File: src/rtl/sprite_pkg.sv
// Shared constants and types for the sprite ROM arbitration slice.
package sprite_pkg;

  localparam int SPRITE_ADDR_W  = 10;
  localparam int SPRITE_DATA_W  = 4;
  localparam int NUM_SPRITE_REQ = 4;

  typedef logic [1:0] req_id_t;

  localparam req_id_t REQ_TANK1  = 2'd0;
  localparam req_id_t REQ_TANK2  = 2'd1;
  localparam req_id_t REQ_BULLET = 2'd2;
  localparam req_id_t REQ_HUD    = 2'd3;

  // Saturating increment for the per-frame grant counter.
  function automatic logic [15:0] sat_inc16(input logic [15:0] v);
    if (v == 16'hFFFF) begin
      return v;
    end else begin
      return v + 16'd1;
    end
  endfunction

endpackage

File: src/rtl/rr_arbiter.sv
// Combinational round-robin arbiter with optional fixed priority for requester 0.
module rr_arbiter #(
  parameter int NUM_REQ = 4,
  parameter int ID_W    = 2,
  parameter int PRIO0   = 0
) (
  input  logic [NUM_REQ-1:0] i_req,
  input  logic [ID_W-1:0]    i_ptr,
  output logic [NUM_REQ-1:0] o_gnt,
  output logic [ID_W-1:0]    o_winner,
  output logic               o_valid,
  output logic               o_prio_hit
);

  localparam logic [ID_W:0] N_L = (ID_W+1)'(NUM_REQ);

  logic [ID_W:0] w_idx;

  // Search upward from the pointer with wrap; requester 0 short-circuits when PRIO0 is set.
  always_comb begin
    o_gnt      = '0;
    o_winner   = '0;
    o_valid    = 1'b0;
    o_prio_hit = 1'b0;
    w_idx      = '0;
    if ((PRIO0 != 0) && i_req[0]) begin
      o_valid    = 1'b1;
      o_prio_hit = 1'b1;
      o_winner   = '0;
    end else begin
      for (int k = 0; k < NUM_REQ; k++) begin
        w_idx = {1'b0, i_ptr} + (ID_W+1)'(k);
        if (w_idx >= N_L) begin
          w_idx = w_idx - N_L;
        end else begin
          w_idx = w_idx;
        end
        if (!o_valid && i_req[w_idx[ID_W-1:0]]) begin
          o_valid  = 1'b1;
          o_winner = w_idx[ID_W-1:0];
        end else begin
          o_valid  = o_valid;
        end
      end
    end
    if (o_valid) begin
      o_gnt[o_winner] = 1'b1;
    end else begin
      o_gnt = '0;
    end
  end

endmodule

File: src/rtl/sprite_rom_arbiter.sv
// Shares one 1-cycle-latency sprite ROM between pixel-fetch requesters and
// returns each word tagged with its requester id three cycles after the grant.
module sprite_rom_arbiter
  import sprite_pkg::*;
#(
  parameter int NUM_REQ = NUM_SPRITE_REQ,
  parameter int ADDR_W  = SPRITE_ADDR_W,
  parameter int DATA_W  = SPRITE_DATA_W,
  parameter int PRIO0   = 0
) (
  input  logic                         vga_clk,
  input  logic                         reset_n,
  input  logic                         frame_start,
  input  logic [NUM_REQ-1:0]           req,
  input  logic [NUM_REQ*ADDR_W-1:0]    req_addr,
  output logic [NUM_REQ-1:0]           gnt,
  output logic [ADDR_W-1:0]            rom_address,
  input  logic [DATA_W-1:0]            rom_q,
  output logic                         rsp_valid,
  output logic [$clog2(NUM_REQ)-1:0]   rsp_id,
  output logic [DATA_W-1:0]            rsp_data,
  output logic [15:0]                  grant_count
);

  localparam int              ID_W    = $clog2(NUM_REQ);
  localparam logic [ID_W-1:0] LAST_ID = ID_W'(NUM_REQ - 1);

  logic [NUM_REQ-1:0] w_gnt;
  logic [ID_W-1:0]    w_winner;
  logic               w_valid;
  logic               w_prio_hit;

  logic [ID_W-1:0]    r_ptr;
  logic               r_s1_valid;
  logic [ID_W-1:0]    r_s1_id;
  logic               r_s2_valid;
  logic [ID_W-1:0]    r_s2_id;
  logic [15:0]        r_grant_count;

  rr_arbiter #(
    .NUM_REQ (NUM_REQ),
    .ID_W    (ID_W),
    .PRIO0   (PRIO0)
  ) u_rr_arbiter (
    .i_req      (req),
    .i_ptr      (r_ptr),
    .o_gnt      (w_gnt),
    .o_winner   (w_winner),
    .o_valid    (w_valid),
    .o_prio_hit (w_prio_hit)
  );

  // Grant is combinational but forced low while reset is held.
  always_comb begin
    if (reset_n) begin
      gnt = w_gnt;
    end else begin
      gnt = '0;
    end
  end

  // Round-robin pointer: cleared by frame_start, untouched by a fixed-priority win.
  always_ff @(posedge vga_clk or negedge reset_n) begin
    if (!reset_n) begin
      r_ptr <= '0;
    end else if (frame_start) begin
      r_ptr <= '0;
    end else if (w_valid && !w_prio_hit) begin
      r_ptr <= (w_winner == LAST_ID) ? '0 : w_winner + ID_W'(1);
    end else begin
      r_ptr <= r_ptr;
    end
  end

  // Address stage plus the two id/valid stages that track the ROM read.
  always_ff @(posedge vga_clk or negedge reset_n) begin
    if (!reset_n) begin
      rom_address <= '0;
      r_s1_valid  <= 1'b0;
      r_s1_id     <= '0;
      r_s2_valid  <= 1'b0;
      r_s2_id     <= '0;
    end else begin
      if (w_valid) begin
        rom_address <= req_addr[w_winner*ADDR_W +: ADDR_W];
        r_s1_id     <= w_winner;
      end else begin
        rom_address <= rom_address;
        r_s1_id     <= r_s1_id;
      end
      r_s1_valid <= w_valid;
      r_s2_valid <= r_s1_valid;
      r_s2_id    <= r_s1_id;
    end
  end

  // Response stage: id and data only update on a valid beat so they hold when idle.
  always_ff @(posedge vga_clk or negedge reset_n) begin
    if (!reset_n) begin
      rsp_valid <= 1'b0;
      rsp_id    <= '0;
      rsp_data  <= '0;
    end else begin
      rsp_valid <= r_s2_valid;
      if (r_s2_valid) begin
        rsp_id   <= r_s2_id;
        rsp_data <= rom_q;
      end else begin
        rsp_id   <= rsp_id;
        rsp_data <= rsp_data;
      end
    end
  end

  // Per-frame grant counter; a grant in the frame_start cycle is the first of the new frame.
  always_ff @(posedge vga_clk or negedge reset_n) begin
    if (!reset_n) begin
      r_grant_count <= 16'd0;
    end else if (frame_start) begin
      r_grant_count <= w_valid ? 16'd1 : 16'd0;
    end else if (w_valid) begin
      r_grant_count <= sat_inc16(r_grant_count);
    end else begin
      r_grant_count <= r_grant_count;
    end
  end

  assign grant_count = r_grant_count;

endmodule
File: config.mk
export PLATFORM = sky130hd
export DESIGN_NAME = sprite_rom_arbiter
export DESIGN_NICKNAME = d
export VERILOG_FILES = /design/src/rtl/sprite_pkg.sv /design/src/rtl/rr_arbiter.sv /design/src/rtl/sprite_rom_arbiter.sv
export SDC_FILE = /design/constraint.sdc
export NUM_CORES = 1
export LEC_CHECK = 0
export ABC_AREA = 1
export CAP_MARGIN = 20
export CORE_ASPECT_RATIO = 0.75
export CORE_UTILIZATION = 50
export CTS_CLUSTER_DIAMETER = 50
export DETAILED_ROUTE_END_ITERATION = 10
export PLACE_DENSITY = 0.86
export SYNTH_ARGS = -nofsm -noshare
export SYNTH_HDL_FRONTEND = slang
export SYNTH_SLANG_ARGS = --single-unit
File: constraint.sdc
create_clock -name vga_clk -period 3.1 [get_ports vga_clk]
set_input_delay 0.62 -clock vga_clk [delete_from_list [all_inputs] [get_ports vga_clk]]
set_output_delay 0.62 -clock vga_clk [all_outputs]
set_load 0.01 [all_outputs]
# Word level (Yosys, flattened, before mapping)
# Cells that the tools add are included.
# W data, S select, Z words.
# word_totals
regBits	41
input_bits	51
output_inout_bits	37
wordCells	74
# op_classes
add_sub_neg	9
n_mul	1
magnitude_cmp	10
eq_ne	3
shift	1
n_mux	31
n_reduce_logical	9
# ops
op	count
$mux W16	3
$shiftx A40 B7 Y10	1
$mux W2	11
$add A16 B1 Y16 const B	1
$eq A16 B16 Y1 const B	1
$lt A2 B3 Y1 const B	5
$mux W1	10
$ge A3 B3 Y1 const B	3
$bmux W1 S2	4
$mux W4	2
$sub A2 B1 Y2 const B	4
$add A2 B2 Y3 const B	2
$mul A2 B3 Y5 const B	1
$logic_and A1 B1 Y1	4
$add A2 B1 Y3 const B	1
$ge A2 B3 Y1 const B	1
$logic_not A1 Y1	3
$add A2 B1 Y2 const B	1
$demux W1 S2	1
$eq A2 B2 Y1 const B	1
$ge A2 B1 Y1 const B	1
$ne A2 B2 Y1 const B	1
$reduce_and A2 Y1	1
$reduce_bool A2 Y1	1

# Logic depth before layout (Yosys ltp)
# Gate-level depths: netlist of the first run.
# depth
depth_word	20
depth_mapped	14
ltp_nobuf	13

# Hierarchy
# A second synthesis of the first run with hierarchy kept.
# hier_totals
hier_cells	365
hier_area_um2	2695.1
# modules_own_cells
module	n_inst	cells_per_inst	area_each_um2
sprite_rom_arbiter	1	293	2297.2
rr_arbiter	1	72	397.9

# Worst setup path before layout of the first run
# OpenSTA, ideal clock, no wires.
# synth_timing
path_kind	in2out
startpoint	in req[1]
endpoint	out gnt[1]
arrival_time_ns	1.753
slack_ns	0.727
stages	10
n_path_buf	1
path_cell_list	inv_1 > nand2_2 > nand3_1 > nand2_2 > nor2_4 > nand3_1 > nand2_2 > nand2_2 > buf_6 > nor3_1
# synth_via
elab_chain_len	18
word_cells_on_any_way	29
# synth_rtl
item	line_no	rtl
start, declared	sprite_rom_arbiter.sv:14	input logic [NUM_REQ-1:0] req,
$bmux W1 S2	rr_arbiter.sv:38	if (!o_valid && i_req[w_idx[ID_W-1:0]]) begin
$mux W1 (implied by the code)	rr_arbiter.sv:38	
$mux W1	rr_arbiter.sv:38	
$logic_not A1 Y1	rr_arbiter.sv:38	
$logic_and A1 B1 Y1	rr_arbiter.sv:38	
$mux W1	rr_arbiter.sv:38	
$logic_not A1 Y1	rr_arbiter.sv:38	
$logic_and A1 B1 Y1	rr_arbiter.sv:38	
[... 2 more ...]	-	
$logic_and A1 B1 Y1	rr_arbiter.sv:38	
$mux W2	rr_arbiter.sv:38	
$lt A2 B3 Y1 (implied by the code) / $ge A2 B1 Y1 (equally long branches)	rr_arbiter.sv:47	o_gnt[o_winner] = 1'b1;
$logic_and A1 B1 Y1 (implied by the code)	rr_arbiter.sv:47	
$mux W1 (implied by the code)	rr_arbiter.sv:47	
$demux W1 S2	-	
$mux W4 *	rr_arbiter.sv:46	if (o_valid) begin
$mux W4 *	sprite_rom_arbiter.sv:55	if (reset_n) begin
end, declared	sprite_rom_arbiter.sv:16	output logic [NUM_REQ-1:0] gnt,
# Every way passes the cells marked *; elsewhere a longest branch is shown, timed or not. The select of a mux whose other input is x is not followed.

# Worst setup path in the final report of the first run
# layout_timing
startpoint	in req[3]
endpoint	out gnt[0]
# The elaborated chain is that of the path after synthesis.

==> reports/qor.yml, run 1 <==
crit_arrival_ns: 2.32
antenna_found_initial: 1
cts_tree: "done"
die_area_um2: 5621
fin_cells: 536
synth-edff-count: 0
io_buffers: 87
hold_violations: 0
fmax_ghz: 0.3403
syn_nets: 423
nFillCells: 402
async_flop_share_pct: 100.0
areaGrowthSynthToFinish_pct: 40.29
die_y_um: 65.18
cp_slowest_cell: "clkdlybuf4s50_1"
grt_max_degree: 40
cts_buffers: 5
place_congestion: 0.9219
hold_class: "input port to asynchronous set/reset pin"
die_w_um: 86.24
crit_family: "buffers and inverters"
finClkSkew_ns: 0.005130
dpl.hpwl_um: 5323
routed_wl_um: 7247
combPwrFrac_pct: 60.6
clock_tree.htree_level_count: 2
seqCellArea_um2: 1027
grt_pass1_wl_um: 11980
drc: 0
swShare_pct: 44.52
path_cells: "clkdlybuf4s50_1 > inv_1 > nand2_1 > nand3_2 > nand2_2 > nor2_1 > nor2_1 > nand2_2 > nand2_2 > inv_2 > nor3_1 > dlygate4sd2_1"
powerDensity_nw_per_um2: 877.2
final_util_pct: 74.53
critical_path_buf_inv_count: 4
synth_area_um2: 2661
syn_inst: 370
worstMarginPinSlew_ns: 0.4806
dp.cells: 527
status: "complete, no violations"
fin_setup_tns_ns: 0
finalPower_mw: 3.275
vias_per_cell: 5.166
initial_utilization_pct: 53.12
peakVddDrop_v: 0.0006342
gr-total-overflow: 0
crit_top_cell: "nand2_2"
whs_ns: 0.1362
wire_per_inst_um: 13.52
drtIter0Drc: 189
grtUsageTotal_pct: 27.30
vias: 2769
maxSlewHeadroom_pct: 67.72
cpPeakStageDelay_ns: 0.47
yosysSeqAreaShare_pct: 38.55
p_int_mw: 1.817
clockPowerShare_pct: 13.9
cp_max_fo: 6
drt_first_pass_iters: 4
cp-start-kind: "input port"
core_um2: 5010
rsz0062_at_grt: "false"
clock_latency_ns: 0.29
num_rows: 22
path_class: "input port to output pin"
cts_buffer_depth: 2
ff2ff_setup_slack_ns: 0.87
multi_input_area_um2: 1355
num_io_pins: 88
synth-main-ff-cell: "dfrtp_1"
period_needed_ns: 2.939
antenna_left: 0
drive_above_1_share_pct: 12.31
avgSynthCellArea_um2: 7.193
finalNetCount: 515
setup_viol: 0
finalCritPeriodShare_pct: 94.80
cts.sinks: 41
crit_required_ns: 2.48
cts-root-buf: "clkbuf_8"
grt_pass1_vias: 2653
yosys_warnings: 0
path_clk_slew_ns: 0.08
end_kind: "output pin"
p_leak_nw: 1.780
ys_seq_elements: 41
p_switching_mw: 1.458
finalMaxSlewViolations: 0
seq_power_share_pct: 25.5
maxCapViolations: 0
post_cts_buffers: 0
synth_cell_types: 32
ctsHoldBuffers: 0
-- cells by family (layout without fill, tap and decap cells) --
family	after synthesis	in the layout	share of synthesized area, %
DFF	41	41	38.55
muxes	6	6	2.539
other	0	1	0
buffers and inverters	63	156	10.72
xor gates and xnor gates	10	10	3.291
AOI/OAI and AO/OA	34	34	7.946
adders and majority gates	2	2	0.9401
and+or+nand+nor	214	214	36.01
-- worst register-to-register path: stages (launching register included) --
cell and delay [ns]:
dfrtp_1 0.44, ha_1 0.24, nand3_1 0.15, inv_1 0.15, nand2_1 0.06, nor2_1 0.24, nand4_1 0.23, nand2_4 0.30
inv_2 0.14, nand3_1 0.09, o21ai_1 0.08
-- registers in the layout, indices dropped and copies added, names as in the netlist --
signal,count
rsp_data,4
rsp_id,2
r_s1_valid,1
rsp_valid,1
rom_address,10
r_s1_id,2
r_ptr,2
r_s2_id,2
grant_count,16
r_s2_valid,1
-- area by class of cell --
type                       instances  area share [%]
clock buffer                       6           2.212
clock inverter                     2           1.005
timing repair buffer             101           25.77
inverter                          47           4.725
sequential                        41           27.51
antenna                            1         0.06702
multi-input combinational        266           36.29
tap                               72           2.413
-- metal layers --
metal	vias to the layer above	routed length (um)	GRT usage, %
li1	1366	-	-
met1	1280	3246	36.21
met2	107	3375	44.74
met3	16	421	4.397
met4	0	204	11.25
met5	-	0	0
-- Yosys cell counts, drive strengths merged, types with 8 or more instances --
| library cell | number | area, um2 |
|---|---|---|
| o31ai | 8 | 60.06 |
| buf | 14 | 101.4 |
| o21ai | 11 | 66.31 |
| xor2 | 9 | 78.83 |
| nor3 | 10 | 50.05 |
| dfrtp | 41 | 1026 |
| nand2 | 107 | 434.2 |
| nand3 | 49 | 255.3 |
| a21oi | 12 | 60.06 |
| nor2 | 39 | 161.4 |
| inv | 46 | 172.7 |
-- final timing paths --
check	startpoint	to	cells past startpoint
worst max register to register	grant_count[0]$_DFFE_PN0P_	grant_count[13]$_DFFE_PN0P_	10
max in group asynchronous	reset_n	r_ptr[0]$_DFFE_PN0P_	2
worst max-delay path	req[3]	gnt[0]	12
worst min-delay path	reset_n	rom_address[9]$_DFFE_PN0N_	1
min in group vga_clk	r_s1_valid$_DFF_PN0_	r_s2_valid$_DFF_PN0_	0
worst min register to register	r_s1_valid$_DFF_PN0_	r_s2_valid$_DFF_PN0_	0
-- stage by stage --
step	worst slack (ns)	instance area, um2
global route	0.01151	3734
floorplan	0.7268	2661
detailed placement	-0.1538	3613
CTS	0.09561	3729
global placement	-0.1056	3613
finish	0.1613	3734
-- timing repair --
action,CTS,global route
setup endpoints to repair,4,4
pin swaps,0,1
cloned,0,0
gates resized for setup,4,4
-- layout by cell type (no fill, tap or decap), types with 5 or more instances in the layout --
cell type / n
xor2_1: 9
a21oi_1: 12
nand2_1: 96
clkbuf_8: 6
o31ai_1: 8
nand2_2: 10
buf_4: 14
nor2_1: 37
nor3_1: 10
clkdlybuf4s50_1: 82
o21ai_0: 5
nand4_1: 6
inv_2: 5
nand3_1: 46
mux2_2: 6
inv_1: 41
dfrtp_1: 40
-- power groups by stage --
stage          Combinational (mW)  Sequential (mW)  Clock, mW
2_1_floorplan                1.27            0.862          0
3_3_place_gp                 1.91            0.834          0
3_5_place_dp                 1.98            0.844          0
4_1_cts                      1.98            0.835      0.457
5_1_grt                      2.23            0.857      0.485
6_report                     1.98            0.836      0.454
No activity file was read; power rests on OpenSTA's default activity.
==> run 2: changes to the inputs <==
--- a/config.mk
+++ b/config.mk
@@ -8,10 +8,11 @@
 export ABC_AREA = 1
 export CAP_MARGIN = 20
 export CORE_ASPECT_RATIO = 0.75
+export CORE_MARGIN = 2
 export CORE_UTILIZATION = 50
 export CTS_CLUSTER_DIAMETER = 50
 export DETAILED_ROUTE_END_ITERATION = 10
-export PLACE_DENSITY = 0.86
+export PLACE_DENSITY = 0.9
 export SYNTH_ARGS = -nofsm -noshare
 export SYNTH_HDL_FRONTEND = slang
 export SYNTH_SLANG_ARGS = --single-unit
==> run 2 against run 1 <==
Compared with the run above:
- clock power down 18%
- clock skew increased by 0.0055 ns
- combinational power is essentially flat
- via count rose by 1.2%
- non-clock buffer count did not move
- first-iteration DRC count rose by 1.6%
- register-to-register slack lost 0.03 ns
- critical endpoint is now gnt[2]
- largest power group unchanged
==> reports/qor.yml, run 2 (same netlist as run 1, synthesis figures left out) <==
num_io_pins: 88  # unchanged
grt_max_degree: 41  # +2.5%
gr-max-usage-layer: "met2"
peakVddDrop_v: 0.0006346  # about the same
p_leak_nw: 1.786  # +0.35%
period_needed_ns: 3.024  # +0.08491 ns
maxSlewHeadroom_pct: 68.00  # +0.29 points
drtIter0Drc: 192  # +1.6%
fin_setup_tns_ns: 0  # unchanged
powerDensity_nw_per_um2: 856.6  # -2.3%
grtUsageMet3_pct: 4.279  # -0.12 points
crit_required_ns: 2.48  # about the same
ctsHoldBuffers: 0  # unchanged
finalCritPeriodShare_pct: 97.53  # +2.7 points
end_kind: "output pin"
dpl.hpwl_um: 5622  # +5.6%
core_um2: 5010  # unchanged
vias_per_cell: 5.239  # +1.4%
maxCapViolations: 0  # unchanged
wire_per_inst_um: 13.92  # +3.0%
final_area_um2: 3735  # about the same
grt_use_met1_pct: 32.84  # -3.4 points
whs_ns: 0.1245  # -0.01168 ns
place_congestion: 0.8931  # -3.1%
initial_utilization_pct: 53.12  # unchanged
areaGrowthSynthToFinish_pct: 40.34  # about the same
antenna_found_initial: 0  # -1
cts-root-buf: "clkbuf_8"
place_area_um2: 3613  # unchanged
cts_buffer_depth: 2  # unchanged
drt_first_pass_iters: 6  # +2
grt_pass1_vias: 2570  # -3.1%
grt_pass1_wl_um: 11780  # -1.7%
finalNetCount: 515  # unchanged
die_y_um: 67.18  # +3.1%
finalMaxSlewViolations: 0  # unchanged
die_w_um: 88.24  # +2.3%
largest_reg_flops: 16  # unchanged
drc: 0  # unchanged
io_buffers: 87  # unchanged
drive_above_1_share_pct: 12.53  # +0.22 points
gr-total-overflow: 0  # unchanged
hold_class: "input port to asynchronous set/reset pin"
cts_buffers: 5  # unchanged
grtUsageTotal_pct: 25.66  # -1.6 points
fmax_ghz: 0.3307  # -2.8%
path_class: "input port to output pin"
layout_commonest_cell: "nand2_1"
cts.sinks: 41  # unchanged
setup_viol: 0  # unchanged
routed_wl_um: 7447  # +2.8%
antenna_left: 0  # unchanged
mostFrequentLayoutCells: "nand2_1, clkdlybuf4s50_1, nand3_1"
cts_tree: "done"
cp_max_fo: 6  # unchanged
worstMarginPinSlew_ns: 0.4799  # -0.0006417 ns
cp-start-kind: "input port"
finClkSkew_ns: 0.01062  # +0.005494 ns
met2_usage_pct: 44.83  # +0.089 points
hold_violations: 0  # unchanged
path_clk_slew_ns: 0.07  # about the same
status: "complete, no violations"
clock_tree.htree_level_count: 2  # unchanged
vias: 2803  # +1.2%
die_area_um2: 5928  # +5.5%
post_cts_buffers: 0  # unchanged
crit_arrival_ns: 2.40  # +0.08 ns
n_antenna_cell: 0  # -1
num_rows: 22  # unchanged
clock_latency_ns: 0.30  # about the same
[run 2: layout make-up]
| cell class | instances | area, um2 |
|---|---|---|
| Multi-Input combinational cell | 266 | 1375 |
| Inverter | 47 | 176.4 |
| Clock buffer | 6 | 82.58 |
| Clock inverter | 2 | 13.76 |
| Fill cell | 393 | 1275 |
| Timing Repair Buffer | 101 | 969.7 |
| Tap cell | 72 | 90.09 |
| Sequential cell | 41 | 1027 |
[run 2: final timing paths]
path / to / slack (ns) / depth (start not counted) / start
worst max-delay path: gnt[2] / 0.08 / 12 / req[3]
worst min-delay path: rom_address[2]$_DFFE_PN0N_ / 0.12 / 1 / reset_n
worst max register to register: grant_count[13]$_DFFE_PN0P_ / 0.84 / 10 / grant_count[0]$_DFFE_PN0P_
worst min register to register: r_s2_valid$_DFF_PN0_ / 0.35 / 0 / r_s1_valid$_DFF_PN0_
max in group asynchronous: r_ptr[0]$_DFFE_PN0P_ / 2.29 / 2 / reset_n
min in group vga_clk: r_s2_valid$_DFF_PN0_ / 0.35 / 0 / r_s1_valid$_DFF_PN0_
[run 2: metal layers]
layer / up-vias / part of all wire (%)
met4: 0 / 2.2
met1: 1290 / 41
met2: 122 / 50
li1: 1368 / -
met5: - / 0
met3: 23 / 6.6
[run 2: per-stage QoR]
stage	worst slack, ns	power (mW)	cells	utilization [%]
3_5_place_dp	-0.1614	2.807	527	72.13
6_report	0.07642	3.199	535	74.55
2_1_floorplan	0.7268	2.135	370	-
3_3_place_gp	-0.1100	2.737	527	72.13
4_1_cts	0.07095	3.165	535	73.95
5_1_grt	-0.01279	3.489	535	74.55
[run 2: power breakdown]
group          total (mW)  switching (mW)  internal [mW]
clock               0.371           0.190          0.180
combinational        1.99            1.14          0.850
sequential          0.838           0.123          0.715
[run 2: worst max-delay path, stage by stage]
cell,delay (ns)
clkdlybuf4s50_1,0.42
inv_1,0.08
nand2_1,0.08
nand3_2,0.10
nand2_2,0.09
nor2_4,0.17
nand4_1,0.15
nand3_2,0.16
ha_1,0.16
inv_1,0.03
nor2_1,0.09
clkdlybuf4s15_1,0.24
[run 2: what timing repair did]
item / 4_1_cts / 5_1_grt
resized for setup: 4 / 8
setup endpoints to repair: 4 / 2
pin swaps: 0 / 1
hold endpoints to repair: 0 / 0
gates cloned: 0 / 0
